## src/rtl/detector_jogada.sv

```systemverilog
// detector_jogada: synchronise, debounce and one-hot-validate the key bank, emitting one play per actuation
module detector_jogada #(
   parameter int DEBOUNCE_CYCLES = 4
) (
   input  logic       clock,
   input  logic       reset,
   input  logic       habilita,
   input  logic [3:0] chaves,
   output logic [3:0] jogada,
   output logic       tem_jogada,
   output logic       jogada_invalida,
   output logic [3:0] db_estado
);
   localparam int CW = $clog2(DEBOUNCE_CYCLES + 1);
   localparam logic [CW-1:0] CNT_MAX = CW'(DEBOUNCE_CYCLES);
   typedef enum logic [1:0] {ESPERA = 2'd0, FILTRA = 2'd1, EMITE = 2'd2, SOLTA = 2'd3} estado_t;
   estado_t estado;
   logic [3:0] s1, s, cand;
   logic [CW-1:0] cnt, cnt_inc;
   assign cnt_inc = (cnt == CNT_MAX) ? cnt : cnt + 1'b1;
   assign db_estado = {2'b00, estado};
   // two-flop synchroniser for the asynchronous keys
   always_ff @(posedge clock) begin
      if (!reset) begin
         s1 <= '0;
         s  <= '0;
      end else begin
         s1 <= chaves;
         s  <= s1;
      end
   end
   // debounce FSM: wait, filter a stable press, emit once, then wait for a stable release
   always_ff @(posedge clock) begin
      if (!reset) begin
         estado          <= ESPERA;
         cand            <= '0;
         cnt             <= '0;
         jogada          <= '0;
         tem_jogada      <= 1'b0;
         jogada_invalida <= 1'b0;
      end else begin
         tem_jogada      <= 1'b0;
         jogada_invalida <= 1'b0;
         case (estado)
            ESPERA:
               if (habilita && s != 4'd0) begin
                  estado <= FILTRA;
                  cand   <= s;
                  cnt    <= CW'(1);
               end
            FILTRA:
               if (!habilita) estado <= ESPERA;
               else if (s == cand) begin
                  cnt <= cnt_inc;
                  if (cnt_inc == CNT_MAX) estado <= EMITE;
               end else if (s == 4'd0) estado <= ESPERA;
               else begin
                  cand <= s;
                  cnt  <= CW'(1);
               end
            EMITE: begin
               estado <= SOLTA;
               cnt    <= '0;
               if ($onehot(cand)) begin
                  jogada     <= cand;
                  tem_jogada <= 1'b1;
               end else jogada_invalida <= 1'b1;
            end
            SOLTA:
               if (s != 4'd0) cnt <= '0;
               else begin
                  cnt <= cnt_inc;
                  if (cnt_inc == CNT_MAX) estado <= ESPERA;
               end
         endcase
      end
   end
endmodule

```

## config.mk

```make
export PLATFORM = sky130hd
export DESIGN_NAME = detector_jogada
export DESIGN_NICKNAME = d
export VERILOG_FILES = /design/src/rtl/detector_jogada.sv
export SDC_FILE = /design/constraint.sdc
export NUM_CORES = 1
export LEC_CHECK = 0
export ABC_AREA = 1
export CAP_MARGIN = 20
export CORE_MARGIN = 5
export CORE_UTILIZATION = 56
export DETAILED_ROUTE_END_ITERATION = 16
export GPL_TIMING_DRIVEN = 0
export PLACE_DENSITY = 0.79
export SYNTH_ARGS = -nofsm -noshare
export SYNTH_HDL_FRONTEND = slang
export SYNTH_SLANG_ARGS = --single-unit
```

## constraint.sdc

```tcl
create_clock -name clock -period 5.7 [get_ports clock]
set_input_delay 1.71 -clock clock [delete_from_list [all_inputs] [get_ports clock]]
set_output_delay 1.71 -clock clock [all_outputs]
set_load 0.02 [all_outputs]
```

After elaboration in Yosys (flattened, before gate mapping)

Index checks and enable logic that the tools add are counted.

Output and inout port bits: 10
Word-level logic and storage cells: 60
Input port bits: 7
Bits in registers: 23

Reduce and logical (&&, ||, !) cells: 10
Add/subtract/negate cells: 4
Eq/ne operators: 16
Mux-type cells: 22

Operator list:

| kind                                           | count |
|---|---|
| 2-to-1 mux 3 bit                               | 6 |
| 2-to-1 mux 4 bit                               | 4 |
| 2-to-1 mux 2 bit                               | 7 |
| inequality test 2 bit (second input constant)  | 6 |
| case mux 3 bit (4 select lines)                | 1 |
| AND reduction 5 bit                            | 2 |
| inequality test 4 bit (second input constant)  | 2 |
| case mux 2 bit (4 select lines)                | 1 |
| case mux 4 bit (2 select lines)                | 1 |
| == test 3 bit (second input constant)          | 2 |
| adder 1 x 1 -> 2 bit                           | 2 |
| == test 2 bit (second input constant)          | 2 |
| == test 4 bit                                  | 1 |
| logical NOT 4 bit                              | 1 |
| AND reduction 2 bit                            | 2 |
| nonzero test 4 bit                             | 1 |
| adder 2 x 2 -> 3 bit                           | 1 |
| adder 3 x 1 -> 3 bit (second input constant)   | 1 |
| == test 3 x 1 -> 1 bit (second input constant) | 1 |
| inequality test 3 bit (second input constant)  | 1 |
| AND reduction 3 bit                            | 1 |
| == test 2 x 1 -> 1 bit (second input constant) | 1 |
| logical NOT 2 bit                              | 1 |
| 2-to-1 mux 1 bit                               | 2 |
| 2 further kinds                                | 2 |

Logic depth before layout (Yosys ltp)

Depth after elaboration: 7
Mapped depth: 12

Worst setup path before layout

OpenSTA, ideal clock, no wires.

Path type: input to register
Start: in habilita
End: reg with a tool-made name
Setup time: 0.114 ns
Stages on the path: 7
Setup slack: 3.343 ns
Arrival time: 2.243 ns
Required time: 5.586 ns
Path through: nand2_2 nand3_2 inv_1 a21oi_2 nand3_2 nor2_1 nor2_2

RTL lines:

| item               | RTL line | source |
|---|---|---|
| start: declaration | 7        | `input logic habilita,` |

==> impl_summary.md <==
Status
The run finished with clean final reports.

Min path
The worst hold path class is reg -> reg. The start point of the worst min-delay path is s1[2].

STA
Setup repair after global routing left no endpoint under its margin. The worst path in the final design needs a cycle of 3.14 ns, including I/O delays and setup. For the final database, setup skew stands at 0.00558 ns. The total count of max-transition violations in the final report came to 0.

The maximum clock frequency is 318 MHz. The worst path uses 55.1% of the clock period. The final number of hold-violating endpoints is 0. For the final routed database, the setup TNS stands at 0 ns. Setup violations remaining at the end of the flow were counted as 0.

Synth
The number of unique standard cell types used by synthesis is 22. Of the synthesized area, sequential elements account for 39.7%. Each instance of the synthesized netlist takes up on average 7.07 um2. The commonest cells after synthesis are nand2_1, inv_1, dfxtp_1, nor2_1, o21ai_0. Among all cell types in the netlist, the one instantiated most often is nand2_1. Counting flops and latches in the post-synthesis netlist gives 23. The synthesized netlist devotes 0% of its cell area to XOR and XNOR gates. The fraction of the mapped netlist area in adder cells is 6.04%. The share of the synthesized area in compound gates (AO/OA/AOI/OAI) is 9.28%.

By area, the combinational part of the netlist is dominated by simple AND/OR/NAND/NOR gates. After synthesis, the largest area contributor takes up 39.7% of total cell area. The post-synthesis cell type with the largest combined area is dfxtp_1. The cell count after synthesis is 164. Among all flip-flop cells after synthesis, the most frequent one is dfxtp_1. Counting flops with an async set or reset pin after synthesis yields a share of 0%. The mapped netlist covers 1160 um2. The synthesized design contains 0 enable-type register cells. For this run, the number of Yosys warnings is 0. The share of synthesized cell area in and, or, nand and nor gates is 31.5%. By area the synthesized netlist is led by dfxtp_1, nand2_1, inv_1. After synthesis, the share of cell area in mux cells is 0%.

Critical path
The family of cells with the greatest summed delay on the critical path is buffers and inverters. The type of the worst setup path is reg -> out. The signal on the critical path passes through clkdlybuf4s50_1. For this design, the slowest cell found on the critical path is clkdlybuf4s50_1. The worst register-to-register path begins at cand[0]. The element type at the critical path start is a flop. The number of buffers and inverters on the critical path is 1. At the worst endpoint, the required time is 3.99 ns. In this run the worst path has a maximum fanout of 6.

The worst setup path is captured at an output pin. The register-to-register setup slack is 3.26 ns. The stage delay of the slowest cell on the critical path is 0.65 ns.

The data arrival time at the worst-slack endpoint is 1.43 ns.

GRT
The number of antenna violations at the first check in global routing is 0. Global routing used 14.9% of the available tracks across all layers. The overall overflow remaining after global route is 0. The via count of the first global-routing pass was 956. Entering global routing, the biggest net connects 14 pins.

The first global-routing pass estimated 3.87 mm of wire.

CTS
In this run, post-CTS hold repair placed 0 buffers. The number of cells upsized or downsized after cts is 0. The number of buffers inserted to repair setup after CTS is 0. Clock tree synthesis inserted a total of 3 buffers. Counting every sink on the clock net gives 23.

The number of H-tree levels is 1. After clock tree synthesis, the clock-pin slew on the worst setup and hold paths is 0.12 ns. The maximum buffer depth of the clock tree is 2. CTS placed an instance of clkbuf_4 at the clock tree root. TritonCTS built the clock tree. The source-to-sink clock delay at the later pin of the worst-skew pair is 0.31 ns.

Placed design
During placement, the flow inserted port buffers numbering 14. The routability congestion estimate from global placement is 0.806. Once detailed placement completed, the half-perimeter wirelength came to 1.63 mm.

Pwr
The worst-case IR drop observed on VDD is 0.173 mV. The portion of total power attributed to combinational logic is 31.4%. Summed over all nets, the switching power comes to 132 uW. The portion of total power attributed to the clock network is 19.5%. Power spread over the standard cell area amounts to 277 nW/um2. In this run switching power makes up 34.8% of total power.

The cell-internal power is 246 uW. For this design the static power due to leakage is 0.000700 uW. The design draws 378 uW. The relative contribution of sequential cells to total power is 49.1%.

Die
The count of pins on the block boundary is 17. The floorplan step set the die width to 55.5 um. The die is 55.5 um tall. The number of core rows is 16. The core region is 1960 um2. The floorplan step defined a die boundary enclosing 3080 um2.

The initial utilization of the core area, before any placement, comes to 59.1%.

Finish
The post-layout net count is 196. The share of post-route cells with drive strength above 1 is 12.0%. 0 antenna diodes ended up in the layout. In the final layout, the multi-input gates occupy 551 um2. The number of inserted filler cells in the final layout is 190. Relative to the synthesized area, the layout overhead comes to 17.7%. The flip-flop and latch area is 460 um2.

Route
The remaining antenna violation count after routing is 0. Summing over every cut layer, the via total after detailed routing is 995. The routed length per placed instance is 9.79 um.

The detailed-route vias per instance is 4.74. After detailed routing, the number of remaining DRC violations is 0. The final wirelength is 2.06 mm. The first routing iteration left 11 violations.

The count of TritonRoute iterations in the first routing pass is 3.

Job
Max-cap violations in this run came to 0.
[cells by family after synthesis]
family,after synthesis
AOI/OAI and AO/OA,20
adders and majority gates,5
buffers and inverters,36
DFF,23
other,1
and+or+nand+nor,79
[through the flow]
step                util (%)  cell area, um2  worst slack [ns]  instances  hold slack [ns]
floorplan                  -            1160              3.34        165            0.390
global placement        68.2            1340              2.76        206            0.394
detailed placement      68.2            1340              2.76        206            0.402
CTS                     69.6            1370              2.57        210            0.419
global route            69.6            1370              2.50        210            0.459
finish                  69.6            1370              2.56        210            0.420
[worst paths after layout]
| kind | depth (start not counted) | to |
|---|---|---|
| setup / recovery | 1 | db_estado[1] |
| hold / removal | 2 | s[2] |
| setup reg to reg | 10 | jogada[1] |
| hold reg to reg | 2 | s[2] |
[flip-flops by register name (all words and copies together) (netlist names), named ones only]
name / flops
jogada_invalida: 1
tem_jogada: 1
s1: 4
jogada: 4
cnt: 3
s: 4
cand: 4
estado: 1
[power by group through the flow]
stage | combinational [uW] | sequential, uW | clock [uW]
2_1_floorplan | 85.3 | 192 | 0
3_3_place_gp | 115 | 189 | 0
3_5_place_dp | 119 | 189 | 0
4_1_cts | 119 | 186 | 77.0
5_1_grt | 134 | 188 | 85.4
6_report | 119 | 186 | 73.8
[layer usage]
layer / GRT usage [%] / wire length, um
met1: 18.5 / 1020
met2: 25.2 / 931
met3: 2.33 / 60
met4: 6.25 / 38
met5: 0 / 0
[layout make-up]
type,instances,share of cell area [%]
plain buffers,4,2.38
clock buffers,3,1.65
clock inverters,1,0.367
inverters,32,8.80
multi-input cells,106,40.3
flip-flops and latches,23,33.7
well taps,27,2.47
repair buffers,14,10.3
[layout by cell type, fill, tap and decap left out, drive strengths merged, types with 4 or more instances in the layout]
cell           Yosys  layout
dfxtp             23      23
inv               32      32
nor3               7       7
ha                 4       4
clkdlybuf4s50      0      14
nand2             44      44
a21oi             10      10
clkbuf             2       5
o21ai             10      10
nor2              17      17
nand3              9       9
No activity file was read; power rests on OpenSTA's default activity.
